--- src/rtl/lcd_pkg.sv ---
// Shared definitions for the LCD command feeder: command codes, image size
// and the feeder state encoding.
package lcd_pkg;

  localparam logic [3:0] LOAD     = 4'd0;
  localparam logic [3:0] ROT_L    = 4'd1;
  localparam logic [3:0] ROT_R    = 4'd2;
  localparam logic [3:0] ZOOM_IN  = 4'd3;
  localparam logic [3:0] ZOOM_FIT = 4'd4;
  localparam logic [3:0] SH_R     = 4'd5;
  localparam logic [3:0] SH_L     = 4'd6;
  localparam logic [3:0] SH_U     = 4'd7;
  localparam logic [3:0] SH_D     = 4'd8;
  localparam logic [3:0] CMD_MAX  = 4'd8;

  localparam int IMG_PIX = 108;

  typedef enum logic [1:0] {
    ST_IDLE    = 2'd0,
    ST_STREAM  = 2'd1,
    ST_DRAIN   = 2'd2,
    ST_WAIT_HI = 2'd3
  } feeder_state_e;

  // Codes above CMD_MAX are rejected at the host interface.
  function automatic logic cmd_legal(input logic [3:0] code);
    return (code <= CMD_MAX);
  endfunction

endpackage

--- src/rtl/lcd_cmd_fifo.sv ---
// Synchronous FIFO with occupancy count; a push into a full FIFO is honoured
// only when a pop happens in the same cycle. Reads as zero when empty.
module lcd_cmd_fifo #(
  parameter int DEPTH = 4,
  parameter int WIDTH = 4
) (
  input  logic                       clk,
  input  logic                       reset,
  input  logic                       push,
  input  logic                       pop,
  input  logic [WIDTH-1:0]           wdata,
  output logic [WIDTH-1:0]           rdata,
  output logic                       empty,
  output logic                       full,
  output logic [$clog2(DEPTH):0]     count
);

  localparam int PW = $clog2(DEPTH);
  localparam int CW = PW + 1;

  logic [WIDTH-1:0] mem_q [DEPTH];
  logic [PW-1:0]    wr_ptr_q;
  logic [PW-1:0]    rd_ptr_q;
  logic [CW-1:0]    count_q;
  logic             do_push_s;
  logic             do_pop_s;

  assign empty     = (count_q == CW'(0));
  assign full      = (count_q == CW'(DEPTH));
  assign count     = count_q;
  assign do_pop_s  = pop && !empty;
  assign do_push_s = push && (!full || do_pop_s);
  assign rdata     = empty ? {WIDTH{1'b0}} : mem_q[rd_ptr_q];

  // Pointers wrap naturally because DEPTH is a power of two.
  always_ff @(posedge clk) begin
    if (reset) begin
      wr_ptr_q <= '0;
      rd_ptr_q <= '0;
      count_q  <= '0;
    end else begin
      if (do_push_s) begin
        wr_ptr_q <= wr_ptr_q + PW'(1);
      end
      if (do_pop_s) begin
        rd_ptr_q <= rd_ptr_q + PW'(1);
      end
      case ({do_push_s, do_pop_s})
        2'b10:   count_q <= count_q + CW'(1);
        2'b01:   count_q <= count_q - CW'(1);
        default: count_q <= count_q;
      endcase
    end
  end

  always_ff @(posedge clk) begin
    if (do_push_s) begin
      mem_q[wr_ptr_q] <= wdata;
    end
  end

endmodule

--- src/rtl/lcd_cmd_feeder.sv ---
// Buffers host commands and issues them to the LCD controller during its
// busy-low window; LOAD commands stream the 108-pixel image with fixed latency.
module lcd_cmd_feeder #(
  parameter int FIFO_DEPTH = 4,
  parameter int IMG_PIX    = lcd_pkg::IMG_PIX,
  parameter int AW         = 7
) (
  input  logic                          clk,
  input  logic                          reset,
  input  logic [3:0]                    host_cmd,
  input  logic                          host_valid,
  output logic                          host_ready,
  output logic                          img_rd,
  output logic [AW-1:0]                 img_addr,
  input  logic [7:0]                    img_data,
  input  logic                          busy,
  output logic [3:0]                    cmd,
  output logic                          cmd_valid,
  output logic [7:0]                    datain,
  output logic [$clog2(FIFO_DEPTH):0]   fifo_count,
  output logic                          err
);

  import lcd_pkg::*;

  localparam logic [AW-1:0] LAST_PIX = AW'(IMG_PIX - 1);

  feeder_state_e state_q, state_d;
  logic [AW-1:0] pix_q, pix_d;
  logic          err_q, err_d;
  logic          rd_dly_q;

  logic          fifo_empty_s;
  logic          fifo_full_s;
  logic [3:0]    fifo_head_s;
  logic          accept_s;
  logic          fifo_push_s;
  logic          fifo_pop_s;
  logic          issue_s;
  logic          rd_s;
  logic [AW-1:0] addr_s;

  lcd_cmd_fifo #(
    .DEPTH (FIFO_DEPTH),
    .WIDTH (4)
  ) u_fifo (
    .clk   (clk),
    .reset (reset),
    .push  (fifo_push_s),
    .pop   (fifo_pop_s),
    .wdata (host_cmd),
    .rdata (fifo_head_s),
    .empty (fifo_empty_s),
    .full  (fifo_full_s),
    .count (fifo_count)
  );

  assign host_ready  = !fifo_full_s;
  assign accept_s    = host_valid && !fifo_full_s;
  assign fifo_push_s = accept_s && cmd_legal(host_cmd);
  assign err_d       = err_q || (accept_s && !cmd_legal(host_cmd));

  // Next-state and combinational issue/read controls.
  always_comb begin
    state_d = state_q;
    pix_d   = pix_q;
    issue_s = 1'b0;
    rd_s    = 1'b0;
    addr_s  = '0;
    case (state_q)
      ST_IDLE: begin
        if (!fifo_empty_s && !busy) begin
          issue_s = 1'b1;
          if (fifo_head_s == LOAD) begin
            rd_s    = 1'b1;
            addr_s  = '0;
            pix_d   = AW'(1);
            state_d = ST_STREAM;
          end else begin
            state_d = ST_WAIT_HI;
          end
        end else begin
          state_d = ST_IDLE;
        end
      end
      ST_STREAM: begin
        rd_s   = 1'b1;
        addr_s = pix_q;
        if (pix_q == LAST_PIX) begin
          pix_d   = '0;
          state_d = ST_DRAIN;
        end else begin
          pix_d   = pix_q + AW'(1);
          state_d = ST_STREAM;
        end
      end
      ST_DRAIN: begin
        state_d = ST_WAIT_HI;
      end
      ST_WAIT_HI: begin
        // Hold off until the controller's registered busy has risen.
        if (busy) begin
          state_d = ST_IDLE;
        end else begin
          state_d = ST_WAIT_HI;
        end
      end
      default: begin
        pix_d   = '0;
        state_d = ST_IDLE;
      end
    endcase
  end

  // Reset suppresses every strobe in the same cycle so an aborted load
  // produces no further reads.
  assign cmd_valid  = issue_s && !reset;
  assign fifo_pop_s = issue_s && !reset;
  assign img_rd     = rd_s && !reset;
  assign img_addr   = reset ? {AW{1'b0}} : addr_s;
  assign cmd        = fifo_head_s;
  assign datain     = (rd_dly_q && !reset) ? img_data : 8'd0;
  assign err        = err_q;

  always_ff @(posedge clk) begin
    if (reset) begin
      state_q  <= ST_IDLE;
      pix_q    <= '0;
      err_q    <= 1'b0;
      rd_dly_q <= 1'b0;
    end else begin
      state_q  <= state_d;
      pix_q    <= pix_d;
      err_q    <= err_d;
      rd_dly_q <= img_rd;
    end
  end

endmodule

--- config.mk ---
export PLATFORM = sky130hd
export DESIGN_NAME = lcd_cmd_feeder
export DESIGN_NICKNAME = d
export VERILOG_FILES = /design/src/rtl/lcd_pkg.sv /design/src/rtl/lcd_cmd_fifo.sv /design/src/rtl/lcd_cmd_feeder.sv
export SDC_FILE = /design/constraint.sdc
export NUM_CORES = 1
export LEC_CHECK = 0
export CAP_MARGIN = 20
export CORE_MARGIN = 2
export CORE_UTILIZATION = 50
export CTS_BUF_LIST = sky130_fd_sc_hd__clkbuf_4 sky130_fd_sc_hd__clkbuf_8 sky130_fd_sc_hd__clkbuf_16
export CTS_CLUSTER_DIAMETER = 120
export CTS_CLUSTER_SIZE = 8
export DETAILED_ROUTE_END_ITERATION = 10
export HOLD_SLACK_MARGIN = 0.06
export PLACE_DENSITY = 0.87
export SLEW_MARGIN = 15
export SYNTH_ARGS = -nofsm -noshare
export SYNTH_HDL_FRONTEND = slang
export SYNTH_SLANG_ARGS = --single-unit
export TNS_END_PERCENT = 10
--- constraint.sdc ---
create_clock -name clk -period 6.9 [get_ports clk]
set_input_delay 1.38 -clock clk [delete_from_list [all_inputs] [get_ports clk]]
set_output_delay 1.38 -clock clk [all_outputs]
set_load 0.02 [all_outputs]
==> results of run 1 <==
==> synthesized netlist by cell type, drive strengths merged, types with 3 or more instances <==
library cell,n
nand2,3
edfxtp,16
mux4,4
nor2,17
and2,19
a31oi,5
ha,6
nand3,4
nor2b,6
nand3b,4
or3,3
o21ai,3
dfxtp,20
or4,4
o211ai,6
inv,8
a21oi,6
clkbuf,8
==> worst max path at each step <==
stage          start   endpoint  slack (ps)  cells past startpoint
5_1_grt        reset  datain[7]        1760                      4
4_1_cts        reset  datain[5]        1950                      4
3_5_place_dp   reset  datain[5]        1960                      4
3_3_place_gp   reset  datain[0]        2070                      4
6_report       reset  datain[7]        1930                      4
2_1_floorplan   busy     img_rd        3270                      4
==> power by group <==
part / switching [mW] / internal, mW
registers: 0.0175 / 0.238
clock network: 0.0730 / 0.0755
logic: 0.0707 / 0.0606
total: 0.161 / 0.374
==> state kept, by name, summed over array words and instances, names as in the netlist, named ones only <==
name,cells
u_fifo.rd_ptr_q,2
rd_dly_q,1
err,1
u_fifo.count,3
u_fifo.mem_q,16
state_q,2
pix_q,7
u_fifo.wr_ptr_q,2
==> cells by family (layout without fill, tap and decap cells) <==
| group | count (synthesis) | in the layout | synth area share |
|---|---|---|---|
| compound gates | 29 | 29 | 0.112 |
| buf+inv | 17 | 57 | 0.0367 |
| flops | 36 | 36 | 0.497 |
| simple gates | 70 | 70 | 0.225 |
| xor+xnor | 4 | 4 | 0.0198 |
| mux | 5 | 5 | 0.0565 |
| fa+ha+maj | 7 | 7 | 0.0537 |
==> worst min-delay path: cells and delay by family, from the launching register on <==
| family | cells | cell delay (ps) |
|---|---|---|
| DFF | 1 | 350 |
| and+or+nand+nor | 1 | 70 |
| AOI/OAI and AO/OA | 1 | 40 |
==> routing by layer <==
metal	vias to the layer above	global-route usage	share of wire
met5	-	0	0
met4	0	0.0951	0.018
met3	7	0.0643	0.044
met2	38	0.382	0.55
met1	663	0.233	0.39
li1	681	-	-
==> area by class of cell <==
cell class,instances,area (µm²)
clock buffers,5,37.5
well taps,46,57.6
fillers,275,1080
repair buffers,41,410
inverters,8,30.0
multi-input cells,115,826
clock inverters,3,42.5
flip-flops and latches,36,881
==> metrics by stage <==
step                setup slack, ps   util
floorplan                      3270      -
CTS                            1950  0.679
finish                         1930  0.679
global route                   1760  0.679
global placement               2070  0.656
detailed placement             1960  0.656
==> cell usage in the layout, fill, tap and decap left out, types with 2 or more instances in the layout <==
master | synthesis | final
sky130_fd_sc_hd__clkdlybuf4s50_1 | 0 | 41
sky130_fd_sc_hd__dfxtp_1 | 20 | 20
sky130_fd_sc_hd__and2_1 | 19 | 19
sky130_fd_sc_hd__nor2_1 | 17 | 17
sky130_fd_sc_hd__edfxtp_1 | 16 | 16
sky130_fd_sc_hd__inv_1 | 7 | 7
sky130_fd_sc_hd__nor2b_1 | 6 | 6
sky130_fd_sc_hd__a21oi_1 | 6 | 6
sky130_fd_sc_hd__o211ai_1 | 6 | 6
sky130_fd_sc_hd__ha_1 | 6 | 6
sky130_fd_sc_hd__a31oi_1 | 5 | 5
sky130_fd_sc_hd__clkbuf_4 | 0 | 5
sky130_fd_sc_hd__or4_1 | 4 | 4
sky130_fd_sc_hd__mux4_2 | 4 | 4
sky130_fd_sc_hd__nand3b_1 | 4 | 4
sky130_fd_sc_hd__nand3_1 | 4 | 4
sky130_fd_sc_hd__nand2_1 | 3 | 3
sky130_fd_sc_hd__or3_1 | 3 | 3
sky130_fd_sc_hd__nor3_1 | 2 | 2
sky130_fd_sc_hd__nand2b_1 | 2 | 2
sky130_fd_sc_hd__o21a_1 | 2 | 2
sky130_fd_sc_hd__xnor2_1 | 2 | 2
sky130_fd_sc_hd__nor4_1 | 2 | 2
sky130_fd_sc_hd__o21ai_1 | 2 | 2
sky130_fd_sc_hd__xor2_1 | 2 | 2
==> flow_summary.json, run 1 <==
{
  "initial_core_util": 0.527,
  "post_synthesis_area_per_instance_um2": 10.5,
  "insertedDiodeCount": 0,
  "netlist_top_cells_area": "sky130_fd_sc_hd__edfxtp_1, sky130_fd_sc_hd__dfxtp_1, sky130_fd_sc_hd__and2_1",
  "report.final.setup_viol": 0,
  "grt_overflow_total": 0,
  "ys_seq_area_frac": 0.497,
  "layout_area_overhead_pct": 29.0,
  "dieArea_um2": 4040,
  "ys_ff_latch": 36,
  "cts.path.max_buffers": 2,
  "hpwl_um": 2930,
  "via_per_inst": 5.47,
  "finalHoldViolCount": 0,
  "detailroute.via_count": 1389,
  "critPathCaptureType": "primary output",
  "whs_path_depth": 2,
  "dpl_cell_area_um2": 2200,
  "clock_sinks": 36,
  "die-width_um": 63.5,
  "slew_headroom": 0.416,
  "synth_edf_count": 16,
  "cts_made_buffers": 5,
  "rows": 21,
  "path_delay_family": "buffers and inverters",
  "power.density_cell_area_nw_per_um2": 234,
  "first_pass_iters": 4,
  "largest_net_degree_at_the_start_of_global_routing": 26,
  "crit_path_start_kind": "primary input",
  "fin_crit_ps": 4970,
  "rsz0062_at_grt": "no",
  "biggest_fanout_along_the_worst_timing_path": 25,
  "routed_wirelength_um": 3930,
  "io-pin-count": 42,
  "timing.final.crit_share": 0.720,
  "cp_data_required_time_ps": 5520,
  "placement.io_buffers": 41,
  "clkTransAtPathRegs_ps": 110,
  "grt_antenna_before_repair": 0,
  "ctsRootBufferMaster": "sky130_fd_sc_hd__clkbuf_4",
  "status": "finished, final reports clean",
  "p_leak_nw": 0.778,
  "synth-async-reset-ratio": 0,
  "share_of_cells_above_drive_strength_1": 0.0625,
  "critPathKind": "primary input to primary output",
  "htreeDepth": 2,
  "yosys_warnings": 0,
  "synth_nets": 191,
  "fp.coreArea_um2": 3360,
  "rrSetupSlack_ps": 4330,
  "number_of_cells_in_the_finished_layout_apart_from_fillers": 254,
  "postRouteAntennaNets": 0,
  "hold_end": "err",
  "tritoncts": "yes",
  "post-layout-total-power_mw": 0.535,
  "clock_latency_ps": 340,
  "synth.cell_area_um2": 1770,
  "max-vdd-ir-drop_mv": 0.156,
  "placed_cells_incl_taps": 246,
  "synth_largest_area_cell": "sky130_fd_sc_hd__edfxtp_1",
  "synth_cell_types": 40,
  "path_cells": "clkdlybuf4s50_1, nor2b_1, and2_1, clkdlybuf4s50_1",
  "number_of_buffers_and_inverters_on_the_critical_path": 2,
  "synthCells": 168,
  "final_net_count": 230,
  "timing.reg2reg.worst_path_depth": 9,
  "max_freq_mhz": 201,
  "worst_pin_slew_ps": 873,
  "global_route_wire_length_before_repair_um": 6600,
  "min_from": "err",
  "hold_slack_ps": 494,
  "post_cts_buffers": 0,
  "timing.rr.start": "u_fifo.count[0]",
  "max_cap_violations": 0,
  "worst_clock_skew_ps": 5.04,
  "drt_iter0_drc": 93,
  "crit_path_top_delay_cell": "sky130_fd_sc_hd__clkdlybuf4s50_1",
  "track_usage": 0.214,
  "post_cts_hold_buffer_count": 0,
  "fp.dieH_um": 63.5,
  "finalInstanceArea_um2": 2280,
  "post_cts_resized": 0,
  "tns_ps": 0,
  "netlist.area_leader.share": 0.271,
  "synthFlopType": "sky130_fd_sc_hd__dfxtp_1",
  "wire_per_inst_um": 15.5,
  "drc": 0,
  "cp.arrival_ps": 3590,
  "most_prevalent_standard_cell_on_the_critical_path": "sky130_fd_sc_hd__clkdlybuf4s50_1",
  "first_global_vias": 1399,
  "timing_max_transition_violations_final": 0,
  "critPathMaxStageDelay_ps": 860,
  "gpl.final_weighted_congestion": 0.868,
  "critical_path.reg2reg.endpoint": "u_fifo.count[2]",
  "min_path_type": "register to register"
}
Power figures use the tool's default switching activity.
==> run 2: changes to the inputs <==
--- a/config.mk
+++ b/config.mk
@@ -7,13 +7,13 @@
 export LEC_CHECK = 0
 export CAP_MARGIN = 20
 export CORE_MARGIN = 2
-export CORE_UTILIZATION = 50
+export CORE_UTILIZATION = 49
 export CTS_BUF_LIST = sky130_fd_sc_hd__clkbuf_4 sky130_fd_sc_hd__clkbuf_8 sky130_fd_sc_hd__clkbuf_16
 export CTS_CLUSTER_DIAMETER = 120
 export CTS_CLUSTER_SIZE = 8
 export DETAILED_ROUTE_END_ITERATION = 10
 export HOLD_SLACK_MARGIN = 0.06
-export PLACE_DENSITY = 0.87
+export PLACE_DENSITY = 0.86
 export SLEW_MARGIN = 15
 export SYNTH_ARGS = -nofsm -noshare
 export SYNTH_HDL_FRONTEND = slang
==> constraint.sdc (replaced) <==
create_clock -name clk -period 4.6 [get_ports clk]
set_input_delay 0.92 -clock clk [delete_from_list [all_inputs] [get_ports clk]]
set_output_delay 0.92 -clock clk [all_outputs]
set_load 0.02 [all_outputs]
==> run 2 against run 1 <==
Via count rose by 2.6%. Power grew 52%. Critical path depth grew 1. Final cell count is 0.79% higher. Global-route usage grew 0.12 points. Final area grew 0.66%. Register-to-register slack lost 2300 ps. Worst hold slack improved by 1.5 ps. Critical path type is now register to primary output. Critical endpoint is now img_rd.
==> flow_summary.json, run 2 (synthesis gave the netlist of run 1 again) <==
{
  "status": "finished, final reports clean",
  "tns_ps": 0,
  "max-vdd-ir-drop_mv": 0.204,
  "io-pin-count": 42,
  "dieArea_um2": 4110,
  "most_frequent_cells_in_the_layout": "sky130_fd_sc_hd__clkdlybuf4s50_1, sky130_fd_sc_hd__dfxtp_1, sky130_fd_sc_hd__and2_1",
  "finalInstanceArea_um2": 2300,
  "final_common_cell": "sky130_fd_sc_hd__clkdlybuf4s50_1",
  "critPathKind": "register to primary output",
  "internal_power_mw": 0.565,
  "detailroute.via_count": 1425,
  "max_cap_violations": 0,
  "worst_pin_slew_ps": 668,
  "report.final.setup_viol": 0,
  "post_cts_hold_buffer_count": 0,
  "timing.reg2reg.worst_path_depth": 10,
  "grt_overflow_total": 0,
  "fp.coreArea_um2": 3420,
  "post_cts_resized": 0,
  "placement.io_buffers": 41,
  "p_leak_nw": 0.787,
  "drt_iter0_drc": 92,
  "number_of_cells_in_the_finished_layout_apart_from_fillers": 256,
  "largest_reg_flops": 16,
  "final_net_count": 232,
  "rsz0062_at_grt": "no",
  "cts.path.max_buffers": 2,
  "worst_clock_skew_ps": 9.02,
  "clock_sinks": 36,
  "die-width_um": 64.1,
  "multi_input_area_um2": 826,
  "netSwitchingFraction": 0.306,
  "timing_max_transition_violations_final": 0,
  "initial_core_util": 0.519,
  "dpl_cell_area_um2": 2220,
  "post-layout-total-power_mw": 0.814,
  "max_freq_mhz": 251,
  "track_usage": 0.215,
  "slew_headroom": 0.552,
  "rows": 21,
  "layout.area.seq_um2": 881,
  "critPathCaptureType": "primary output",
  "cp.arrival_ps": 3070,
  "min_path_type": "register to register",
  "post_cts_buffers": 0,
  "tritoncts": "yes",
  "hpwl_um": 2970,
  "ctsRootBufferMaster": "sky130_fd_sc_hd__clkbuf_4",
  "postRouteAntennaNets": 0,
  "htreeDepth": 2,
  "drc": 0,
  "switchingPower_mw": 0.249,
  "largest_net_degree_at_the_start_of_global_routing": 20,
  "crit_path_start_kind": "register",
  "via_per_inst": 5.57,
  "whs_path_depth": 2,
  "cts_made_buffers": 5,
  "timing.final.crit_share": 0.867,
  "fp.dieH_um": 64.1,
  "clkTransAtPathRegs_ps": 110,
  "placed_cells_incl_taps": 248,
  "fin_crit_ps": 3990,
  "insertedDiodeCount": 0,
  "grt_antenna_before_repair": 0,
  "gpl.final_weighted_congestion": 0.880,
  "clkPwrFrac": 0.280,
  "combPwrFrac": 0.248,
  "first_pass_iters": 6,
  "first_global_vias": 1458,
  "sequential_power_share": 0.472,
  "cp_data_required_time_ps": 3680,
  "routed_wirelength_um": 4050,
  "layout_area_overhead_pct": 29.8,
  "power.density_cell_area_nw_per_um2": 354,
  "global_route_wire_length_before_repair_um": 6600,
  "biggest_fanout_along_the_worst_timing_path": 7,
  "share_of_cells_above_drive_strength_1": 0.0714,
  "wire_per_inst_um": 15.8,
  "clock_latency_ps": 360,
  "filler_cell_count": 271,
  "finalHoldViolCount": 0,
  "top_register": "u_fifo.mem_q"
}
run 2: power groups by stage:
stage / combinational, mW / clock, mW / sequential [mW]
detailed placement: 0.202 / 0 / 0.391
global placement: 0.193 / 0 / 0.388
global route: 0.221 / 0.246 / 0.387
finish: 0.202 / 0.228 / 0.384
floorplan: 0.129 / 0 / 0.382
CTS: 0.203 / 0.229 / 0.383
run 2: path summary, 6_finish.rpt:
check / from / endpoint / slack, ps
setup / recovery: register / img_rd / 610
hold / removal: err / err / 500
setup reg to reg: u_fifo.count[0] / u_fifo.count[2] / 2030
hold reg to reg: err / err / 500
run 2: final cells by class:
cell class	instances	area share
well taps	46	0.0250
clock inverters	3	0.0185
flip-flops and latches	36	0.383
clock buffers	5	0.0163
multi-input cells	115	0.359
repair buffers	43	0.185
inverters	8	0.0131
run 2: critical path: stages, from the launching register on:
cell                              delay (ps)
sky130_fd_sc_hd__dfxtp_1                 490
sky130_fd_sc_hd__mux4_2                  570
sky130_fd_sc_hd__or4_1                   670
sky130_fd_sc_hd__nor2_1                  230
sky130_fd_sc_hd__o21a_1                  150
sky130_fd_sc_hd__clkdlybuf4s50_1         600
run 2: metal layers:
layer,part of all wire,track usage,vias to the layer above
met5,0,0,-
met4,0.023,0.109,0
met3,0.070,0.0616,8
met2,0.52,0.401,71
met1,0.38,0.216,657
li1,-,-,689
run 2: through the flow:
stage | utilization | setup WS (ps) | hold WS, ps
4_1_cts | 0.673 | 618 | 496
6_report | 0.673 | 614 | 496
3_5_place_dp | 0.650 | 845 | 470
5_1_grt | 0.673 | 508 | 527
3_3_place_gp | 0.650 | 878 | 455
2_1_floorplan | - | 1700 | 465
==> run 3: changes to the inputs <==
--- a/config.mk
+++ b/config.mk
@@ -6,14 +6,17 @@
 export NUM_CORES = 1
 export LEC_CHECK = 0
 export CAP_MARGIN = 20
+export CELL_PAD_IN_SITES_DETAIL_PLACEMENT = 0
+export CELL_PAD_IN_SITES_GLOBAL_PLACEMENT = 1
 export CORE_MARGIN = 2
-export CORE_UTILIZATION = 49
+export CORE_UTILIZATION = 38
 export CTS_BUF_LIST = sky130_fd_sc_hd__clkbuf_4 sky130_fd_sc_hd__clkbuf_8 sky130_fd_sc_hd__clkbuf_16
 export CTS_CLUSTER_DIAMETER = 120
 export CTS_CLUSTER_SIZE = 8
 export DETAILED_ROUTE_END_ITERATION = 10
 export HOLD_SLACK_MARGIN = 0.06
 export PLACE_DENSITY = 0.86
+export SETUP_SLACK_MARGIN = 0.5
 export SLEW_MARGIN = 15
 export SYNTH_ARGS = -nofsm -noshare
 export SYNTH_HDL_FRONTEND = slang
==> run 3 against run 2 <==
Non-clock buffer count stayed put. Combinational power fell by 2%. Worst hold slack worse by 9.3 ps. Critical path type unchanged. Clock power rose by 4%.
==> flow_summary.json, run 3 (synthesis gave the netlist of run 1 again) <==
{
  "fp.coreArea_um2": 4410,
  "dieArea_um2": 5220,
  "cts_made_buffers": 5,
  "max-vdd-ir-drop_mv": 0.200,
  "postRouteAntennaNets": 0,
  "whs_path_depth": 2,
  "drt_iter0_drc": 106,
  "power.density_cell_area_nw_per_um2": 351,
  "most_frequent_cells_in_the_layout": "sky130_fd_sc_hd__clkdlybuf4s50_1, sky130_fd_sc_hd__dfxtp_1, sky130_fd_sc_hd__and2_1",
  "cts.path.max_buffers": 2,
  "max_cap_violations": 0,
  "netSwitchingFraction": 0.283,
  "hold_end": "err",
  "switchingPower_mw": 0.231,
  "critical_path.reg2reg.endpoint": "u_fifo.count[2]",
  "met3WireLength_um": 150,
  "p_leak_nw": 0.798,
  "status": "finished, final reports clean",
  "path_cells": "mux4_2, or4_1, nor2_1, o21a_1, clkdlybuf4s50_1",
  "crit_path_top_delay_cell": "sky130_fd_sc_hd__or4_1",
  "fp.dieH_um": 72.3,
  "worst_pin_slew_ps": 643,
  "clkTransAtPathRegs_ps": 70,
  "final_net_count": 232,
  "io-pin-count": 42,
  "hpwl_um": 2580,
  "pre_cts_ws_ps": 863,
  "largest_net_degree_at_the_start_of_global_routing": 25,
  "met1_wire_length_um": 1690,
  "wl_met2_um": 1680,
  "routed_wirelength_um": 3580,
  "crit_path_start_kind": "register",
  "worst_slack_ps": 762,
  "post_cts_buffers": 0,
  "tns_ps": 0,
  "first_global_vias": 1241,
  "report.final.setup_viol": 0,
  "cp.arrival_ps": 2920,
  "post_cts_resized": 0,
  "finalHoldViolCount": 0,
  "clock_sinks": 36,
  "gpl.final_weighted_congestion": 0.792,
  "fin_crit_ps": 3840,
  "clkPwrFrac": 0.290,
  "rows": 24,
  "combPwrFrac": 0.241,
  "drc": 0,
  "htreeDepth": 2,
  "timing_max_transition_violations_final": 0,
  "via_per_inst": 5.19,
  "rsz0062_at_grt": "no",
  "timing.reg2reg.worst_path_depth": 10,
  "grt_antenna_before_repair": 0,
  "biggest_fanout_along_the_worst_timing_path": 7,
  "placement.io_buffers": 41,
  "slew_headroom": 0.569,
  "placed_cells_incl_taps": 254,
  "number_of_cells_in_the_finished_layout_apart_from_fillers": 262,
  "initial_core_util": 0.401,
  "filler_cell_count": 412,
  "timing.final.crit_share": 0.834,
  "first_pass_iters": 4,
  "die-width_um": 72.3,
  "track_usage": 0.146,
  "timing.rr.start": "u_fifo.count[0]",
  "rrSetupSlack_ps": 2040,
  "critPathKind": "register to primary output",
  "tritoncts": "yes",
  "critPathMaxStageDelay_ps": 670,
  "ctsRootBufferMaster": "sky130_fd_sc_hd__clkbuf_8",
  "cp_data_required_time_ps": 3680,
  "clock_latency_ps": 290,
  "top_register": "u_fifo.mem_q",
  "layout.core_utilization": 0.527,
  "post_cts_hold_buffer_count": 0,
  "grt_overflow_total": 0,
  "internal_power_mw": 0.585,
  "final_common_cell": "sky130_fd_sc_hd__clkdlybuf4s50_1",
  "wire_per_inst_um": 13.7,
  "insertedDiodeCount": 0,
  "hold_slack_ps": 487,
  "share_of_cells_above_drive_strength_1": 0.0714,
  "min_path_type": "register to register",
  "min_from": "err",
  "global_route_wire_length_before_repair_um": 5790,
  "max_freq_mhz": 261,
  "layout_area_overhead_pct": 31.2,
  "worst_clock_skew_ps": 10.4,
  "critPathCaptureType": "primary output",
  "largest_reg_flops": 16,
  "detailroute.via_count": 1360,
  "sequential_power_share": 0.469,
  "dr.max_layer_used": "met4"
}
-- run 3: cell count changes in the layout (fill, tap and decap cells not counted), sizes merged --
cell / change
clkbuf: +3
bufinv: -1
clkinv: -1
clkinvlp: -1
-- run 3: worst max path at each step --
| stage | depth (start not counted) | end | start |
|---|---|---|---|
| CTS | 5 | img_rd | register |
| finish | 5 | img_rd | register |
| floorplan | 5 | img_rd | register |
| detailed placement | 5 | img_rd | busy |
| global route | 5 | img_rd | register |
| global placement | 5 | img_rd | busy |
-- run 3: layout make-up --
type	count	area [µm²]	area share
well taps	52	65.1	0.0280
inverters	8	30.0	0.0129
multi-input cells	115	826	0.355
repair buffers	43	425	0.183
clock buffers	8	97.6	0.0420
flip-flops and latches	36	881	0.379
-- run 3: per-stage QoR --
| step | power (mW) | cell area, µm² |
|---|---|---|
| after global placement | 0.584 | 2230 |
| after global routing | 0.862 | 2320 |
| final | 0.816 | 2320 |
| after floorplan | 0.511 | 1770 |
| after CTS | 0.823 | 2320 |
| after detailed placement | 0.586 | 2230 |
-- run 3: critical path, delay by kind of cell (launching register included) --
kind                   cells  cell delay [ps]
and+or+nand+nor            2              890
buffers and inverters      1              600
AOI/OAI and AO/OA          1              130
DFF                        1              460
muxes                      1              540
-- run 3: routing by layer --
metal | GRT usage | up-vias
met3 | 0.0417 | 6
li1 | - | 683
met1 | 0.191 | 631
met4 | 0.0734 | 0
met2 | 0.221 | 40
met5 | 0 | -
-- run 3: power by group through the flow --
stage	logic (mW)	clock network (mW)	registers, mW
final	0.197	0.237	0.382
after global routing	0.216	0.259	0.387
after CTS	0.198	0.242	0.383
after detailed placement	0.197	0	0.389
after global placement	0.196	0	0.388
after floorplan	0.129	0	0.382
